==> config.mk <==
export PLATFORM = sky130hd
export DESIGN_NAME = instr_sequencer
export DESIGN_NICKNAME = d
export VERILOG_FILES = /design/src/rtl/cpu_pkg.sv /design/src/rtl/instr_sequencer.sv
export SDC_FILE = /design/constraint.sdc
export NUM_CORES = 1
export LEC_CHECK = 0
export ABC_AREA = 1
export CORE_MARGIN = 3
export CORE_UTILIZATION = 45
export CTS_CLUSTER_DIAMETER = 80
export DETAILED_ROUTE_END_ITERATION = 12
export PLACE_DENSITY = 0.85
export SLEW_MARGIN = 15
export SYNTH_ARGS = -nofsm -noshare
export SYNTH_HDL_FRONTEND = slang
export SYNTH_SLANG_ARGS = --single-unit
==> constraint.sdc <==
create_clock -name clk -period 3.65 [get_ports clk]
set_input_delay 0.73 -clock clk [delete_from_list [all_inputs] [get_ports clk]]
set_output_delay 0.73 -clock clk [all_outputs]
set_load 0.05 [all_outputs]
==> src/rtl/cpu_pkg.sv <==
// Shared constants, opcode map and sequencer state encoding for the CPU control slice.
package cpu_pkg;

    localparam int REG_AW  = 5;
    localparam int IMM_W   = 8;
    localparam int INSTR_W = 32;
    localparam int OPC_W   = 4;

    localparam logic [OPC_W-1:0] OP_ADD  = 4'h0;
    localparam logic [OPC_W-1:0] OP_SUB  = 4'h1;
    localparam logic [OPC_W-1:0] OP_AND  = 4'h2;
    localparam logic [OPC_W-1:0] OP_OR   = 4'h3;
    localparam logic [OPC_W-1:0] OP_XOR  = 4'h4;
    localparam logic [OPC_W-1:0] OP_LDI  = 4'hD;
    localparam logic [OPC_W-1:0] OP_JMP  = 4'hE;
    localparam logic [OPC_W-1:0] OP_HALT = 4'hF;

    typedef enum logic [2:0] {
        ST_IDLE   = 3'd0,  // waiting for start after reset
        ST_FETCH  = 3'd1,  // instruction memory read issued at pc
        ST_LOAD   = 3'd2,  // read data captured into ir
        ST_DECODE = 3'd3,  // CU fields latched, branch on opcode
        ST_EXEC   = 3'd4,  // ALU launched, waiting for alu_done
        ST_WB     = 3'd5,  // register write-back, pc advances
        ST_HALTED = 3'd6   // HALT retired, waiting for restart
    } seq_state_e;

    function automatic logic state_is_busy(input seq_state_e s);
        return !(s == ST_IDLE || s == ST_HALTED);
    endfunction

endpackage

==> src/rtl/instr_sequencer.sv <==
// Multi-cycle fetch/decode/execute controller; owns the pc and sequences
// instruction memory, register file and ALU around the external CU decoder.
module instr_sequencer #(
    parameter int         PC_W    = 8,
    parameter logic [3:0] OP_HALT = 4'b1111,
    parameter logic [3:0] OP_JMP  = 4'b1110,
    parameter logic [3:0] OP_LDI  = 4'b1101
) (
    input  logic                        clk,
    input  logic                        reset,
    input  logic                        start,
    output logic                        imem_en,
    output logic [PC_W-1:0]             imem_addr,
    input  logic [cpu_pkg::INSTR_W-1:0] imem_data,
    output logic [cpu_pkg::INSTR_W-1:0] ir,
    input  logic [cpu_pkg::OPC_W-1:0]   opcode,
    input  logic [cpu_pkg::REG_AW-1:0]  addr1,
    input  logic [cpu_pkg::REG_AW-1:0]  addr2,
    input  logic [cpu_pkg::REG_AW-1:0]  addr3,
    input  logic [cpu_pkg::IMM_W-1:0]   number,
    output logic [cpu_pkg::REG_AW-1:0]  rf_raddr1,
    output logic [cpu_pkg::REG_AW-1:0]  rf_raddr2,
    output logic [cpu_pkg::REG_AW-1:0]  rf_waddr,
    output logic                        rf_we,
    output logic                        rf_wsel,
    output logic [cpu_pkg::IMM_W-1:0]   imm_out,
    output logic [cpu_pkg::OPC_W-1:0]   alu_op,
    output logic                        alu_start,
    input  logic                        alu_done,
    output logic                        busy,
    output logic                        halted,
    output logic [PC_W-1:0]             pc,
    output logic [15:0]                 retired
);
    import cpu_pkg::*;

    seq_state_e              state_q, state_d;
    logic [PC_W-1:0]         pc_q, pc_d;
    logic [15:0]             retired_q, retired_d;
    logic [INSTR_W-1:0]      ir_q, ir_d;
    logic [OPC_W-1:0]        op_q, op_d;
    logic [REG_AW-1:0]       a1_q, a1_d;
    logic [REG_AW-1:0]       a2_q, a2_d;
    logic [REG_AW-1:0]       a3_q, a3_d;
    logic [IMM_W-1:0]        num_q, num_d;
    logic                    wsel_q, wsel_d;
    logic                    imem_en_q;
    logic                    alu_start_q;
    logic [OPC_W-1:0]        alu_op_q;
    logic                    rf_we_q;
    logic                    busy_q;
    logic                    halted_q;

    always_comb begin
        state_d   = state_q;
        pc_d      = pc_q;
        retired_d = retired_q;
        ir_d      = ir_q;
        op_d      = op_q;
        a1_d      = a1_q;
        a2_d      = a2_q;
        a3_d      = a3_q;
        num_d     = num_q;
        wsel_d    = wsel_q;
        case (state_q)
            ST_IDLE, ST_HALTED: begin
                if (start) begin
                    state_d   = ST_FETCH;
                    pc_d      = '0;
                    retired_d = '0;
                end
            end
            ST_FETCH: state_d = ST_LOAD;
            ST_LOAD: begin
                ir_d    = imem_data;
                state_d = ST_DECODE;
            end
            ST_DECODE: begin
                op_d   = opcode;
                a1_d   = addr1;
                a2_d   = addr2;
                a3_d   = addr3;
                num_d  = number;
                wsel_d = (opcode == OP_LDI);
                if (opcode == OP_HALT) begin
                    state_d   = ST_HALTED;
                    retired_d = retired_q + 16'd1;
                end else if (opcode == OP_JMP) begin
                    state_d   = ST_FETCH;
                    pc_d      = PC_W'(number);
                    retired_d = retired_q + 16'd1;
                end else if (opcode == OP_LDI) begin
                    state_d = ST_WB;
                end else begin
                    state_d = ST_EXEC;
                end
            end
            // alu_start_q marks the launch cycle, where alu_done is not yet trusted
            ST_EXEC: begin
                if (!alu_start_q && alu_done) state_d = ST_WB;
            end
            ST_WB: begin
                state_d   = ST_FETCH;
                pc_d      = pc_q + PC_W'(1);
                retired_d = retired_q + 16'd1;
            end
            default: state_d = ST_IDLE;
        endcase
    end

    always_ff @(posedge clk or posedge reset) begin
        if (reset) begin
            state_q     <= ST_IDLE;
            pc_q        <= '0;
            retired_q   <= '0;
            ir_q        <= '0;
            op_q        <= '0;
            a1_q        <= '0;
            a2_q        <= '0;
            a3_q        <= '0;
            num_q       <= '0;
            wsel_q      <= 1'b0;
            imem_en_q   <= 1'b0;
            alu_start_q <= 1'b0;
            alu_op_q    <= '0;
            rf_we_q     <= 1'b0;
            busy_q      <= 1'b0;
            halted_q    <= 1'b0;
        end else begin
            state_q     <= state_d;
            pc_q        <= pc_d;
            retired_q   <= retired_d;
            ir_q        <= ir_d;
            op_q        <= op_d;
            a1_q        <= a1_d;
            a2_q        <= a2_d;
            a3_q        <= a3_d;
            num_q       <= num_d;
            wsel_q      <= wsel_d;
            imem_en_q   <= (state_d == ST_FETCH);
            alu_start_q <= (state_d == ST_EXEC) && (state_q != ST_EXEC);
            alu_op_q    <= (state_d == ST_EXEC) ? op_d : '0;
            rf_we_q     <= (state_d == ST_WB);
            busy_q      <= state_is_busy(state_d);
            halted_q    <= (state_d == ST_HALTED);
        end
    end

    // Read ports follow the CU live during DECODE, then hold the latched copy through WB.
    assign rf_raddr1 = (state_q == ST_DECODE) ? addr2 : a2_q;
    assign rf_raddr2 = (state_q == ST_DECODE) ? addr3 : a3_q;

    assign imem_en   = imem_en_q;
    assign imem_addr = pc_q;
    assign pc        = pc_q;
    assign ir        = ir_q;
    assign retired   = retired_q;
    assign rf_waddr  = a1_q;
    assign rf_we     = rf_we_q;
    assign rf_wsel   = wsel_q;
    assign imm_out   = num_q;
    assign alu_op    = alu_op_q;
    assign alu_start = alu_start_q;
    assign busy      = busy_q;
    assign halted    = halted_q;

endmodule

## Word-level counts from Yosys, hierarchy flattened

Index checks and enable logic that the tools add are counted.

- Bits of input ports: 63
- Word-level logic and storage cells: 65
- Output and inout bits: 97
- Bits in registers: 96

- Mux-type cells: 18
- Add/subtract/negate cells: 2
- Equality and inequality tests: 18
- Reductions and logical operators: 11

Operators by type and width:

| cell | number |
|---|---|
| $mux W16 | 3 |
| $pmux W16 S3 | 1 |
| $mux W8 | 3 |
| $pmux W8 S3 | 1 |
| $eq A3 B3 Y1 const B | 6 |
| $pmux W3 S6 | 1 |
| $add A16 B1 Y16 const B | 1 |
| $eq A4 B4 Y1 const B | 3 |
| $mux W3 | 4 |
| $mux W5 | 2 |
| $add A8 B1 Y8 const B | 1 |
| $mux W4 | 2 |
| $eq A3 B1 Y1 const B | 2 |
| $eq A3 B2 Y1 const B | 2 |
| $logic_not A3 Y1 | 2 |
| $ne A2 B2 Y1 const B | 3 |
| $ne A3 B3 Y1 const B | 2 |
| $reduce_and A4 Y1 | 1 |
| $reduce_and A3 Y1 | 1 |
| $reduce_bool A3 Y1 | 1 |
| $logic_and A1 B1 Y1 | 2 |
| $logic_not A1 Y1 | 2 |
| $reduce_or A2 Y1 | 1 |
| $logic_or A1 B1 Y1 | 1 |
| $mux W1 | 1 |

## Longest topological paths before layout

- Word-level depth: 8
- Depth in mapped cells: 10
- Depth with buffers taken out: 9

## Least setup slack after synthesis

No wires, ideal clock.

- Path kind: flip-flop to output port
- From: register state_q[2]
- To: output rf_raddr1[0] (netlist name)
- Path buffers: 3
- Data required time: 2920 ps
- Arrival time: 1619 ps
- Cell stages (with the launch flop): 9
- Path slack: 1301 ps
- Cells stage by stage: dfrtp_1 inv_1 nand3_4 buf_4 inv_1 buf_4 buf_2 nand2_1 nand2_1

- Cells in the longest elaborated chain, start to end: 2

Ends and longest elaborated chain:

| element | RTL line | text |
|---|---|---|
| start, declared | instr_sequencer.sv:37 | `seq_state_e state_q, state_d;` |
| start signal, assigned | instr_sequencer.sv:130 | `state_q <= state_d;` |
| $eq A3 B2 Y1 | instr_sequencer.sv:150 | `assign rf_raddr1 = (state_q == ST_DECODE) ? addr2 : a2_q;` |
| $mux W5 | -- |  |
| end, declared | instr_sequencer.sv:21 | `output logic [cpu_pkg::REG_AW-1:0] rf_raddr1,` |

Every way passes these cells.

## Worst setup path after layout

- From: register state_q[2]
- To: output rf_raddr1[1] (netlist name)

Same word-level chain as after synthesis.

==> impl.org <==
** Synthesis
- The Yosys step of the flow raised 0 warnings.
- Number of distinct standard cells referenced by the synthesized netlist :: 30
- Largest area contributor in the synthesized netlist :: sky130_fd_sc_hd__dfrtp_1
- Cell area after synthesis :: 4384 um^2
- After synthesis, the mean cell area works out to 9.153 um^2.
- Yosys reg bits :: 96
- Share of Yosys cell area claimed by the top area cell type :: 0.5479
- Share of the yosys chip area belonging to registers :: 0.5479
- The most common cell in the synthesized netlist is sky130_fd_sc_hd__nand2_1.
- For this run, asynchronously set or reset flops after synthesis account for 1.000.
- In the post-synthesis netlist, the biggest area contributors are sky130_fd_sc_hd__dfrtp_1 55%, sky130_fd_sc_hd__nand2_1 14%, sky130_fd_sc_hd__mux2_2 8.2%, sky130_fd_sc_hd__nor2_1 3.3%, sky130_fd_sc_hd__nand3_1 3.2%.
- The number of nets handed over by synthesis was 544.
- Among all flip-flop cells after synthesis, the most frequent one is sky130_fd_sc_hd__dfrtp_1.
- Top cell types by occurrence after synthesis :: 166 x sky130_fd_sc_hd__nand2_1, 96 x sky130_fd_sc_hd__dfrtp_1, 38 x sky130_fd_sc_hd__nor2_1
- Post-synth EDFFs :: 0
- Cell count after synthesis :: 479

** Min path
- Worst Hold Class :: reg -> reg
- The worst hold path was traced through 2 stages.
- Min-Delay Endpoint :: imm_out[5]
- The worst hold path begins at imm_out[5].

** STA
- Adding up every negative setup slack in the final design gives 0 ps.
- Between clock sinks in the finished design, the worst skew comes to 12.02 ps.
- Final critical path time including I/O delays and setup :: 3166 ps
- Max-slew headroom :: 0.4542
- Final Slew Violations :: 0
- Setup repair after global routing missed its margin :: false
- Achievable Freq :: 315.9 MHz
- Final setup vio count :: 0
- Final critical-path share of the clock period :: 0.8674
- Final-report hold violation count :: 0
- Slew at the pin with the worst max-slew slack :: 817.8 ps

** Routing
- Once detail routing completed, the nets flagged for antenna violations numbered 0.
- The first detailed-routing pass ran for 4 iterations.
- Number of DRC violations after detailed-routing iteration 0 :: 172
- Wire per inst :: 13.96 um
- Total wire length :: 10700 um
- In the routed layout, each cell is associated on average with a via count of 4.932.
- Detailed-route DRC error count :: 0
- Via count :: 3778

** Power
- Power per unit of standard cell area :: 1002 nW/um^2
- Of the total power, combinational logic draws 0.609.
- IR analysis of the VDD net gives a maximum drop of 0.5402 mV.
- The share of total power dissipated in sequential elements is 0.284.
- Net Sw Frac :: 0.5172
- The completed layout was analyzed and its total power is 6231 uW.
- The internal power of the cells totals 3008 uW.
- Summed over all cells, the static leakage comes to 0.002836 uW.
- Switching pwr :: 3223 uW
- Power share of the clock group :: 0.106

** Job
- The tool flagged a number of max-cap violations equal to 0.

** Setup path
- Of all nets on the critical path, the largest fanout is 15.
- In this run the critical register-to-register path is launched from state_q[2].
- Across all register-to-register paths, the minimum setup slack is 1520 ps.
- Category of the most critical setup path :: reg -> out
- Required time of the critical path :: 2920 ps
- Data arrival at the endpoint of the critical path :: 2440 ps
- Counting cells, the worst reg-to-reg path comes to 8.
- Startpoint class of the critical path :: flop
- Nature of the critical path endpoint :: output port
- The worst register-to-register path ends at alu_op[1].

** Floorplan
- In this run the core area contains 35 standard-cell rows.
- Area of the placeable core :: 9371 um^2
- Boundary Pins :: 160
- Die width :: 104.7 um
- The die covers 10960 um^2.
- Measured along the y axis, the die boundary spans 104.7 um.
- For this configuration, the core starts out at a cell density of 0.4678.

** Clock network
- In this run, post-CTS repair resized a total of 0 instances.
- Buffer cell driving the clock tree root :: sky130_fd_sc_hd__clkbuf_8
- Clock tree from TritonCTS :: built
- Hold repair after CTS inserted 0 buffers.
- Clock latency on the worst-skew pair :: 360 ps
- Clock slew at the register clock pins of the worst setup and hold paths :: 100 ps
- CTS sink cnt :: 96
- Counting along the longest clock path gives a buffer depth of 2.
- Number of H-tree levels :: 3
- Buffers inserted by post-CTS timing repair :: 0
- TritonCTS created 9 clock buffers.

** Status
- The run finished with clean final reports.

** Global route
- For this run, global-route usage on met3 was measured as 0.05188.
- Global-route wire length before repair :: 18330 um
- Global routing finished with a remaining overflow of 0.
- Vias in the first global route :: 3783
- For met2 alone, demand over resource in global routing was 0.3413.
- Number of antenna violations at the first check in global routing :: 0
- Across every metal layer, demand over resource in global routing totals 0.1991.
- Entering global routing, the biggest net connects 57 pins.
- Peak-usage layer in the global routing report :: met2
- Global routing met1 resource utilization :: 0.2551

** Place
- Port buffering added 159 buffers.
- Half-perimeter wire length of the detailed placement result :: 7972 um
- The congestion estimate from routability-driven global placement came to 0.8404.
- After detailed placement, the total cell area comes to 6031 um^2.

** Finish
- At the end of the flow, the number of nets in the layout was 697.
- The finished cells cover 6218 um^2.
- The repair_antennas step left the layout with diodes totalling 0.
- In the final layout, the share of cells above drive strength 1 is 0.1146.
- From synthesis to final layout, the design area changed by 41.84%.
[power by group through the flow]
stage	Clock (uW)	Sequential, uW	Combinational (uW)
after floorplan	0	2940	1500
after global placement	0	1760	3750
after detailed placement	0	1790	3820
after CTS	682	1770	3830
after global routing	718	1820	4040
final	662	1770	3800
[layer usage]
layer / vias up / share of wire / wire length (um)
met5: - / 0 / 0
met4: 0 / 0.0083 / 89
met3: 10 / 0.072 / 772
met2: 130 / 0.50 / 5323
met1: 1816 / 0.42 / 4511
li1: 1822 / - / -
[sequential cells by signal, summed over array words and instances (netlist names), 3 cells and up]
| name | flops |
|---|---|
| rf_waddr | 5 |
| alu_op | 4 |
| retired | 16 |
| ir | 32 |
| imem_addr | 8 |
| op_q | 4 |
| a2_q | 5 |
| state_q | 3 |
| imm_out | 8 |
| a3_q | 5 |
[cell type report]
type	count	area, um^2
clock buffer	9	123.9
clock inverter	7	63.81
fill	768	3153
inverter	38	150.1
multi-input combinational	324	1695
sequential	96	2402
tap	129	161.4
timing repair buffer	163	1622
[cells in the final DEF (no fill, tap or decap), drive strengths merged]
master,instances
inv,41
clkdlybuf4s50,159
clkinv,3
a21o,1
buf,4
o31ai,1
o21ai,25
nand3,31
clkinvlp,1
ha,2
dfrtp,96
xor2,3
nand4,7
or2,4
nand3b,1
mux2,32
o21bai,4
clkbuf,9
a21oi,5
nor2,38
nor3b,1
nand2,169
[worst max path at each step]
stage / start / slack [ps] / cells past startpoint / end
after global placement: addr2[4] / 790 / 4 / rf_raddr1[4]
after floorplan: reset / 410 / 1 / a2_q[0]
final: state_q[2] / 480 / 6 / rf_raddr1[1]
after detailed placement: addr2[2] / 760 / 4 / rf_raddr1[2]
after CTS: state_q[2] / 460 / 6 / rf_raddr1[1]
after global routing: state_q[2] / 310 / 6 / rf_raddr1[2]
[per-stage QoR]
step | instances | hold slack, ps | utilization | setup WS [ps]
2_1_floorplan | 479 | 473.3 | - | 414.6
3_5_place_dp | 750 | 468.0 | 0.6435 | 762.6
4_1_cts | 766 | 490.8 | 0.6636 | 460.5
5_1_grt | 766 | 518.2 | 0.6636 | 311.9
3_3_place_gp | 750 | 460.5 | 0.6435 | 790.0
6_report | 766 | 487.6 | 0.6636 | 484.1
[logic make-up (layout without fill, tap and decap cells)]
logic type | after synthesis | after routing | share of synthesized area
compound gates | 36 | 36 | 0.05137
xor+xnor | 3 | 3 | 0.005994
fa+ha+maj | 2 | 2 | 0.005707
buf+inv | 59 | 217 | 0.06535
flops | 96 | 96 | 0.5479
mux | 32 | 32 | 0.08219
simple gates | 251 | 251 | 0.2414
[critical path: stages, from the launching register on]
cell and delay (ps):
sky130_fd_sc_hd__dfrtp_1 460, sky130_fd_sc_hd__inv_1 170, sky130_fd_sc_hd__nand3_4 80, sky130_fd_sc_hd__inv_1 340, sky130_fd_sc_hd__nand2_1 100, sky130_fd_sc_hd__nand2_1 100
sky130_fd_sc_hd__clkdlybuf4s50_1 810
(Power assumes the default switching activity.)
